$ cat config.mk
export PLATFORM = sky130hd
export DESIGN_NAME = cmm_cplx_accum
export DESIGN_NICKNAME = d
export VERILOG_FILES = /design/src/rtl/cmm_pkg.sv /design/src/rtl/cmm_round_sat.sv /design/src/rtl/cmm_cplx_accum.sv
export SDC_FILE = /design/constraint.sdc
export NUM_CORES = 1
export LEC_CHECK = 0
export ABC_CLOCK_PERIOD_IN_PS = 4800
export CORE_UTILIZATION = 53
export DETAILED_ROUTE_END_ITERATION = 8
export PLACE_DENSITY = 0.86
export SLEW_MARGIN = 20
export SYNTH_ARGS = -nofsm -noshare
export SYNTH_HDL_FRONTEND = slang
export SYNTH_SLANG_ARGS = --single-unit
$ cat constraint.sdc
create_clock -name aclk -period 4.8 [get_ports aclk]
set_input_delay 0.96 -clock aclk [delete_from_list [all_inputs] [get_ports aclk]]
set_output_delay 0.96 -clock aclk [all_outputs]
set_load 0.03 [all_outputs]
$ cat src/rtl/cmm_pkg.sv
// -----------------------------------------------------------------------------
// cmm_pkg
// Shared constants for the complex-matrix-multiply (CMM) datapath.
//   CMM_PROD_W  : signed width of one component of a multiplier product
//   CMM_SAMP_W  : signed width of one component of a sample word
//   CMM_RE_IDX / CMM_IM_IDX : field index of the real / imaginary part in a
//                 packed {imag, real} word
//   cmm_field_lsb() : LSB position of a field given component width and index
// -----------------------------------------------------------------------------
package cmm_pkg;

    localparam int CMM_PROD_W = 40;
    localparam int CMM_SAMP_W = 16;

    // Packed complex words are {imag, real}: real in the low field.
    localparam int CMM_RE_IDX = 0;
    localparam int CMM_IM_IDX = 1;

    function automatic int cmm_field_lsb(input int comp_w, input int field_idx);
        return comp_w * field_idx;
    endfunction

endpackage : cmm_pkg

$ cat src/rtl/cmm_round_sat.sv
// -----------------------------------------------------------------------------
// cmm_round_sat
// Combinational round-half-up, arithmetic right shift by SHIFT, then clamp to
// the signed OUT-bit range.
// Parameters:
//   IN     signed input width
//   OUT    signed output width (must not exceed IN + 1 - SHIFT + ... ; any
//          OUT <= IN is safe)
//   SHIFT  right shift amount, >= 1
// Ports:
//   i_val    in   IN   signed value to round and saturate
//   o_val    out  OUT  rounded, clamped value
//   o_clamp  out  1    high when o_val was clamped to a range limit
// -----------------------------------------------------------------------------
module cmm_round_sat #(
    parameter int IN    = 42,
    parameter int OUT   = 16,
    parameter int SHIFT = 15
) (
    input  logic signed [IN-1:0]  i_val,
    output logic signed [OUT-1:0] o_val,
    output logic                  o_clamp
);

    // One guard bit so adding the rounding constant can never wrap.
    localparam int EXT_W = IN + 1;

    localparam logic signed [EXT_W-1:0] RND   = EXT_W'(1) << (SHIFT - 1);
    localparam logic signed [EXT_W-1:0] MAX_V = {{(EXT_W-OUT+1){1'b0}}, {(OUT-1){1'b1}}};
    localparam logic signed [EXT_W-1:0] MIN_V = {{(EXT_W-OUT+1){1'b1}}, {(OUT-1){1'b0}}};

    logic signed [EXT_W-1:0] w_biased;
    logic signed [EXT_W-1:0] w_shifted;

    assign w_biased  = {i_val[IN-1], i_val} + RND;
    assign w_shifted = w_biased >>> SHIFT;

    // NOTE: every output of an always_comb gets a default first; a path that
    // leaves one unassigned would infer a latch.
    always_comb begin
        o_val   = w_shifted[OUT-1:0];
        o_clamp = 1'b0;
        if (w_shifted > MAX_V) begin
            o_val   = MAX_V[OUT-1:0];
            o_clamp = 1'b1;
        end else if (w_shifted < MIN_V) begin
            o_val   = MIN_V[OUT-1:0];
            o_clamp = 1'b1;
        end
    end

endmodule : cmm_round_sat

$ cat src/rtl/cmm_cplx_accum.sv
// -----------------------------------------------------------------------------
// cmm_cplx_accum
// Accumulates ACC_LEN consecutive complex products ({imag, real}, IN_W bits
// each) into one dot product, then rounds/saturates it to an {imag, real}
// sample word of OUT_W bits per component. AXI-stream slave in, AXI-stream
// master out, one output register; result valid one cycle after the last
// accepted beat of a group.
//
// Configuration macro: CMM_ACC_OVF_EN
//   defined   -> ovf_sticky port present: set whenever a loaded result had
//                either component clamped, cleared only by areset.
//   undefined -> no ovf_sticky port; datapath identical.
//
// Ports:
//   aclk           in   1        clock, rising edge
//   areset         in   1        synchronous reset, active-high
//   aclken         in   1        clock enable; low freezes all state
//   s_axis_tvalid  in   1        product valid
//   s_axis_tready  out  1        product accepted
//   s_axis_tdata   in   2*IN_W   {imag, real} product, two's complement
//   m_axis_tvalid  out  1        result valid
//   m_axis_tready  in   1        downstream accepts result
//   m_axis_tdata   out  2*OUT_W  {imag, real} rounded/saturated result
//   ovf_sticky     out  1        (CMM_ACC_OVF_EN only) saturation seen
// -----------------------------------------------------------------------------
module cmm_cplx_accum
    import cmm_pkg::*;
#(
    parameter int ACC_LEN = 4,
    parameter int IN_W    = CMM_PROD_W,
    parameter int OUT_W   = CMM_SAMP_W,
    parameter int SHIFT   = 15
) (
    input  logic                 aclk,
    input  logic                 areset,
    input  logic                 aclken,
    input  logic                 s_axis_tvalid,
    output logic                 s_axis_tready,
    input  logic [2*IN_W-1:0]    s_axis_tdata,
    output logic                 m_axis_tvalid,
    input  logic                 m_axis_tready,
    output logic [2*OUT_W-1:0]   m_axis_tdata
`ifdef CMM_ACC_OVF_EN
    ,
    output logic                 ovf_sticky
`endif
);

    // Extra bit on top of the growth bits: the running sum never wraps.
    localparam int ACC_W = IN_W + $clog2(ACC_LEN) + 1;
    localparam int CNT_W = (ACC_LEN > 1) ? $clog2(ACC_LEN) : 1;
    localparam logic [CNT_W-1:0] CNT_LAST = CNT_W'(ACC_LEN - 1);

    localparam int IN_RE_LSB  = cmm_field_lsb(IN_W,  CMM_RE_IDX);
    localparam int IN_IM_LSB  = cmm_field_lsb(IN_W,  CMM_IM_IDX);
    localparam int OUT_RE_LSB = cmm_field_lsb(OUT_W, CMM_RE_IDX);
    localparam int OUT_IM_LSB = cmm_field_lsb(OUT_W, CMM_IM_IDX);

    logic [CNT_W-1:0]        r_cnt;
    logic signed [ACC_W-1:0] r_acc_re;
    logic signed [ACC_W-1:0] r_acc_im;
    logic                    r_m_valid;
    logic [2*OUT_W-1:0]      r_m_data;

    logic signed [IN_W-1:0]  w_prod_re;
    logic signed [IN_W-1:0]  w_prod_im;
    logic signed [ACC_W-1:0] w_sum_re;
    logic signed [ACC_W-1:0] w_sum_im;
    logic signed [OUT_W-1:0] w_res_re;
    logic signed [OUT_W-1:0] w_res_im;
    logic                    w_clamp_re;
    logic                    w_clamp_im;
    logic                    w_last;
    logic                    w_in_fire;
    logic                    w_out_fire;
    logic [2*OUT_W-1:0]      w_res_word;

    assign w_prod_re = s_axis_tdata[IN_RE_LSB +: IN_W];
    assign w_prod_im = s_axis_tdata[IN_IM_LSB +: IN_W];

    assign w_sum_re = r_acc_re + {{(ACC_W-IN_W){w_prod_re[IN_W-1]}}, w_prod_re};
    assign w_sum_im = r_acc_im + {{(ACC_W-IN_W){w_prod_im[IN_W-1]}}, w_prod_im};

    assign w_last = (r_cnt == CNT_LAST);

    // Only a group-closing beat needs the output register; it stalls while
    // that register holds a result that is not draining this cycle.
    assign s_axis_tready = aclken & ~(w_last & r_m_valid & ~m_axis_tready);
    assign w_in_fire     = aclken & s_axis_tvalid & s_axis_tready;
    assign w_out_fire    = aclken & r_m_valid & m_axis_tready;

    cmm_round_sat #(
        .IN    (ACC_W),
        .OUT   (OUT_W),
        .SHIFT (SHIFT)
    ) u_rs_re (
        .i_val   (w_sum_re),
        .o_val   (w_res_re),
        .o_clamp (w_clamp_re)
    );

    cmm_round_sat #(
        .IN    (ACC_W),
        .OUT   (OUT_W),
        .SHIFT (SHIFT)
    ) u_rs_im (
        .i_val   (w_sum_im),
        .o_val   (w_res_im),
        .o_clamp (w_clamp_im)
    );

    always_comb begin
        w_res_word = '0;
        w_res_word[OUT_RE_LSB +: OUT_W] = w_res_re;
        w_res_word[OUT_IM_LSB +: OUT_W] = w_res_im;
    end

    // NOTE: state registers use non-blocking assignment so every flop samples
    // the pre-edge values; blocking here would create order-dependent races.
    always_ff @(posedge aclk) begin
        if (areset) begin
            r_cnt     <= '0;
            r_acc_re  <= '0;
            r_acc_im  <= '0;
            r_m_valid <= 1'b0;
            r_m_data  <= '0;
        end else if (aclken) begin
            if (w_out_fire) begin
                r_m_valid <= 1'b0;
            end
            if (w_in_fire) begin
                if (w_last) begin
                    // Later assignment wins: a drain and a new result in the
                    // same cycle keep valid high with no bubble.
                    r_m_data  <= w_res_word;
                    r_m_valid <= 1'b1;
                    r_acc_re  <= '0;
                    r_acc_im  <= '0;
                    r_cnt     <= '0;
                end else begin
                    r_acc_re <= w_sum_re;
                    r_acc_im <= w_sum_im;
                    r_cnt    <= r_cnt + 1'b1;
                end
            end
        end
    end

    assign m_axis_tvalid = r_m_valid;
    assign m_axis_tdata  = r_m_data;

`ifdef CMM_ACC_OVF_EN
    logic r_ovf;

    always_ff @(posedge aclk) begin
        if (areset) begin
            r_ovf <= 1'b0;
        end else if (w_in_fire && w_last && (w_clamp_re || w_clamp_im)) begin
            r_ovf <= 1'b1;
        end
    end

    assign ovf_sticky = r_ovf;
`else
    // Clamp flags have no consumer without the sticky flag; this OR is
    // removed by synthesis.
    logic w_unused_clamp;
    assign w_unused_clamp = w_clamp_re | w_clamp_im;
`endif

endmodule : cmm_cplx_accum

# --- Word level (Yosys, flattened, before mapping) ---
# Cells that the tools add are included.
word_totals:
  out_inout_bits: 34
  elab_cells: 36
  regBits: 121
  input_bits: 85
classes:
  eq_ne: 1
  muxes: 10
  n_addsub: 5
  n_bitwise: 9
  n_reduce_logical: 2
  n_lt_le_gt_ge: 4
op_table:
  columns: ["cell", "count"]
  rows:
  - ["$add A43 B16 Y44 const B", 2]
  - ["$add A43 B43 Y43", 2]
  - ["$mux W43", 2]
  - ["$mux W16", 4]
  - ["$gt A29 B16 Y1 const B", 2]
  - ["$lt A29 B16 Y1 const B", 2]
  - ["$and A1 B1 Y1", 7]
  - ["$mux W1", 3]
  - ["$reduce_and A3 Y1", 1]
  - ["$add A2 B1 Y2 const B", 1]
  - ["$eq A2 B2 Y1 const B", 1]
  - ["$mux W2", 1]
  - ["$not A1 Y1", 2]
  - ["$reduce_and A2 Y1", 1]

# --- Longest topological paths before layout ---
# Gate-level depths: netlist of run 1.
depth:
  depth_word: 7
  ltp_mapped: 19

# --- Modules after synthesis ---
# From an unflattened synthesis of run 1, not the netlist that was laid out.
hier_totals:
  hier_cells: 1344
  area_unflattened_um2: 10526.3
modules_own_cells:
  columns: ["module", "seq_area_each_um2", "n_inst", "area_each_um2", "cells_per_inst"]
  rows:
  - ["cmm_cplx_accum", 2422.3, 1, 8652.0, 1086]
  - ["cmm_round_sat", 0.0, 2, 937.1, 129]

# --- Least setup slack after synthesis of run 1 ---
# OpenSTA, ideal clock, no wires.
synth_path:
  path_kind: "input to register"
  from: "input s_axis_tdata[40]"
  to: "register r_m_data[28] (netlist: m_axis_tdata[28])"
  stages: 18
  path_slack_ps: -196
  path_buffers: 2
  arrival_time_ps: 4859
  t_required_ps: 4663
  path_cell_list: "ha_1 -> inv_1 -> fa_1 -> nand2b_1 -> a211oi_4 -> o21ai_2 -> a211o_1 -> a311o_1 -> nand2_2 -> and4_1 -> or4b_1 -> buf_2 -> or4_4 -> o21ai_1 -> o2111ai_1 -> o21ai_2 -> buf_6 -> o32ai_1"
synth_between:
  elab_chain_len: 5
  word_cells_on_any_way: 6
  cone_classes: "add/sub: 2; order compare: 2; mux: 2"
synth_rtl:
  columns: ["item", "line", "rtl"]
  rows:
  - ["start: declaration", "cmm_cplx_accum.sv:39", "input logic [2*IN_W-1:0] s_axis_tdata,"]
  - ["$add A43 B43 Y43 *", "cmm_cplx_accum.sv:82", "assign w_sum_im = r_acc_im + {{(ACC_W-IN_W){w_prod_im[IN_W-1]}}, w_prod_im};"]
  - ["$add A43 B16 Y44 *", "cmm_round_sat.sv:35", "assign w_biased = {i_val[IN-1], i_val} + RND;"]
  - ["$lt A29 B16 Y1", "cmm_round_sat.sv:46", "end else if (w_shifted < MIN_V) begin"]
  - ["$mux W16", "cmm_round_sat.sv:46", null]
  - ["$mux W16 *", "cmm_round_sat.sv:43", "if (w_shifted > MAX_V) begin"]
  - ["end signal: assignment", "cmm_cplx_accum.sv:135", "r_m_data <= w_res_word;"]
  - ["end: declaration", "cmm_cplx_accum.sv:63", "logic [2*OUT_W-1:0] r_m_data;"]
# Every way passes the cells marked *; elsewhere a longest branch is shown, timed or not.
# A chain may end at the register's enable or synchronous reset.

# --- Worst setup path in the final report of run 1 ---
layout_path:
  from: "input s_axis_tdata[48]"
  to: "register r_m_data[29] (netlist: m_axis_tdata[29])"
# Same word-level chain as after synthesis.

==> results of run 1 <==
[per-stage QoR]
step	total power, W	cells	worst slack, ns	setup TNS [ns]
6_report	0.00455	2346	-0.163	-2.10
5_1_grt	0.00472	2345	-0.417	-7.92
4_1_cts	0.00424	2322	0.00137	0
3_5_place_dp	0.00290	2276	-0.980	-24.21
3_3_place_gp	0.00285	2276	-0.751	-19.72
2_1_floorplan	0.00207	1582	0.00242	0
[layout make-up]
cell class	instances	area share, %
multi-input combinational	1342	55.3
clock inverter	11	0.687
antenna	2	0.0280
timing repair buffer	552	25.4
tap	275	1.93
clock buffer	21	2.58
inverter	22	0.463
sequential	121	13.6
[power breakdown]
| part | switching, W | total [W] | internal (W) |
|---|---|---|---|
| clock network | 0.000532 | 0.00132 | 0.000790 |
| registers | 0.0000480 | 0.00110 | 0.00106 |
| logic | 0.00113 | 0.00213 | 0.000998 |
| total | 0.00171 | 0.00455 | 0.00284 |
[worst max path at each step]
stage / depth (start not counted) / end / slack [ns] / from
6_report: 17 / m_axis_tdata[29]$_SDFFE_PP0P_ / -0.16 / s_axis_tdata[48]
5_1_grt: 19 / m_axis_tdata[21]$_SDFFE_PP0P_ / -0.42 / s_axis_tdata[51]
4_1_cts: 17 / m_axis_tdata[29]$_SDFFE_PP0P_ / 0.001 / s_axis_tdata[51]
3_5_place_dp: 20 / m_axis_tdata[23]$_SDFFE_PP0P_ / -0.98 / s_axis_tdata[40]
3_3_place_gp: 17 / m_axis_tdata[28]$_SDFFE_PP0P_ / -0.75 / s_axis_tdata[40]
2_1_floorplan: 17 / m_axis_tdata[11]$_SDFFE_PP0P_ / 0.002 / s_axis_tdata[0]
[flip-flops by register name, indices dropped and copies added (netlist names)]
register	count
m_axis_tdata	32
m_axis_tvalid	1
r_acc_im	43
r_acc_re	43
r_cnt	2
[Yosys cell counts, drive strengths merged (8+ instances only)]
| cell type | count | share of area, % |
|---|---|---|
| a22oi | 73 | 4.8 |
| nand2 | 152 | 5.0 |
| nor2 | 209 | 6.8 |
| nand4 | 41 | 2.3 |
| and2 | 22 | 1.2 |
| xor2 | 43 | 3.3 |
| or2 | 9 | 0.49 |
| o21ai | 83 | 3.7 |
| a211oi | 26 | 1.9 |
| a31oi | 13 | 0.71 |
| and3 | 24 | 1.3 |
| nor2b | 9 | 0.49 |
| o211ai | 31 | 2.0 |
| dfxtp | 121 | 21 |
| or3 | 23 | 1.2 |
| clkbuf | 58 | 1.9 |
| o32ai | 8 | 0.61 |
| a21oi | 142 | 6.2 |
| mux2i | 9 | 0.78 |
| buf | 39 | 1.7 |
| a21o | 30 | 2.0 |
| xnor2 | 48 | 3.6 |
| ha | 87 | 9.5 |
| nand3 | 48 | 2.1 |
| nor4 | 13 | 0.89 |
| and4 | 17 | 1.3 |
| nand2b | 8 | 0.43 |
| nor3 | 41 | 2.0 |
| inv | 22 | 0.72 |
| o21a | 27 | 1.8 |
[cells by family (layout without fill, tap and decap cells)]
family / after synthesis / count (layout) / synth area share, %
buffers and inverters: 119 / 606 / 4.28
AOI/OAI and AO/OA: 513 / 513 / 29.8
adders and majority gates: 89 / 89 / 9.80
DFF: 121 / 121 / 21.0
xor gates and xnor gates: 91 / 91 / 6.92
muxes: 12 / 12 / 1.08
other: 0 / 2 / 0
and+or+nand+nor: 637 / 637 / 27.1
[per-layer routing]
metal / global-route usage, % / wire length (um)
met1: 46.8 / 18500
met2: 67.5 / 24100
met3: 6.86 / 4800
met4: 20.9 / 3580
met5: 0 / 27
[worst max-delay path: cells and delay by family]
kind / cells / cell delay (ns)
fa+ha+maj: 1 / 0.24
simple gates: 6 / 1.85
buf+inv: 3 / 0.83
xor+xnor: 1 / 0.20
compound gates: 6 / 1.15
[timing repair]
item | CTS | global route
pin swaps | 33 | 93
cloned | 2 | 0
buffers inserted | 12 | 24
resized for setup | 57 | 212
setup endpoints to repair | 31 | 31
==> out/qor.csv, run 1 <==
stage,metric,value,unit
synth,syn_nets,1756,
final_layout,syn2layout_area_growth,55.0,%
synth,synth_area,11500,um2
floorplan,core,21200,um2
clock_network,clk_pin_slew,0.05,ns
critical_path,cpPeakStageDelay,0.56,ns
grt,antenna_found_initial,3,
sta,skew,0.0125,ns
routing,vias,15500,
min_path,worstHoldEndpoint,m_axis_tdata[31]$_SDFFE_PP0P_,
sta,period_minus_slack,4.96,ns
routing,wirelength,51000,um
sta,tightest_slew,0.868,ns
floorplan,rows,53,
critical_path,critPathMaxFanout,8,
job,drv_cap,0,
final_layout,layout_common_cells,"buf_4, nor2_1, nand2_1",
sta,finalHoldViolCount,0,
sta,relSlewSlack,42.1,%
floorplan,dieHeight,149,um
critical_path,cp-start-kind,input pin,
sta,min_period_over_period,103,%
final_layout,utilization,84.4,%
grt,track_usage,39.4,%
sta,maxSlewViolCount,0,
placement,postPlaceCellArea,15700,um2
final_layout,nNetsFinal,2230,
synth,synth_edf_count,0,
sta,finalSetupViolCount,17,
synth,synth_cells,1582,
clock_network,ctsHoldBuffers,0,
final_layout,multi_input_area,9880,um2
critical_path,rrSetupSlack,0.15,ns
sta,final.setup.worst_slack,-0.163,ns
clock_network,cts-root-buf,clkbuf_16,
final_layout,fin_area,17800,um2
routing,detail-route-antenna-nets,0,
floorplan,initial_core_util,54.5,%
clock_network,clock_latency,0.44,ns
synth,synth-main-ff-cell,dfxtp_1,
grt,grt_max_degree,67,
routing,viasPerCell,6.61,
critical_path,end_kind,flop,
synth,async_reset_ff_share,0,%
power,p_leak,7.69,nW
synth,synth_cell_types,89,
synth,ys_ff_latch,121,
critical_path,cp_data_required_time,5.08,ns
synth,postSynthAreaPerCell,7.28,um2
critical_path,rr_worst_depth,19,
clock_network,cts_sinks,121,
final_layout,regArea,2420,um2
routing,wl_per_cell,21.7,um
routing,drt_iter0_markers,1650,
floorplan,dieArea,22300,um2
placement,gp_congestion,0.952,
status,status,finished with violations,
synth,yosys_warnings,0,
grt,grt_pass1_wl,69500,um
final_layout,nFillCells,1186,
critical_path,cpMaxStageDelayCell,or4_4,
grt,grt_pass1_vias,14000,
final_layout,drive_gt1_share,32.8,%
critical_path,path_cells,"clkdlybuf4s50_1, ha_2, a211oi_2, o21bai_1, nand3b_1, buf_4, nand3_1, nand2_1, xor2_1, and4_1, or4b_4, or4_4, o21ai_2, o2111ai_2, o21ai_4, buf_6, o32ai_1",
sta,whs,0.489,ns
critical_path,r2r_end,m_axis_tdata[29]$_SDFFE_PP0P_,
power,pwr_density_cell,255,nW/um2
min_path,min-delay-start,m_axis_tdata[31]$_SDFFE_PP0P_,
clock_network,clockBufferDepth,2,
clock_network,cts_made_buffers,17,
placement,port_buffers,118,
sta,rsz0062_at_grt,yes,
power,ir_drop,0.204,mV
synth,ys_seq_area_share,21.0,%
final_layout,final_common_cell,buf_4,
grt,overflow,0,
critical_path,cp.arrival,5.24,ns
sta,max_freq,202,MHz
floorplan,die_w,149,um
placement,hpwl,32900,um
routing,dr.pass1.iters,9,
status,violations,setup timing,
critical_path,r2r-start,r_acc_im[0]$_SDFFE_PP0P_,
routing,drc,0,
critical_path,criticalPathCategory,in2reg,
floorplan,io_pins,119,
min_path,hold_depth,2,
clock_network,cts-htree-levels,4,
clock_network,cts_tree,yes,
min_path,min-delay-path-class,reg2reg,
Note: power is estimated with default switching activity, not from simulation.
==> inputs of run 2 (changes only) <==
--- a/config.mk
+++ b/config.mk
@@ -7,6 +7,7 @@
 export LEC_CHECK = 0
 export ABC_CLOCK_PERIOD_IN_PS = 4800
 export CORE_UTILIZATION = 53
+export CTS_CLUSTER_DIAMETER = 80
 export DETAILED_ROUTE_END_ITERATION = 8
 export PLACE_DENSITY = 0.86
 export SLEW_MARGIN = 20
==> results of run 2 <==
Same layout as run 1: the final DEF is identical, and so are final timing and power.
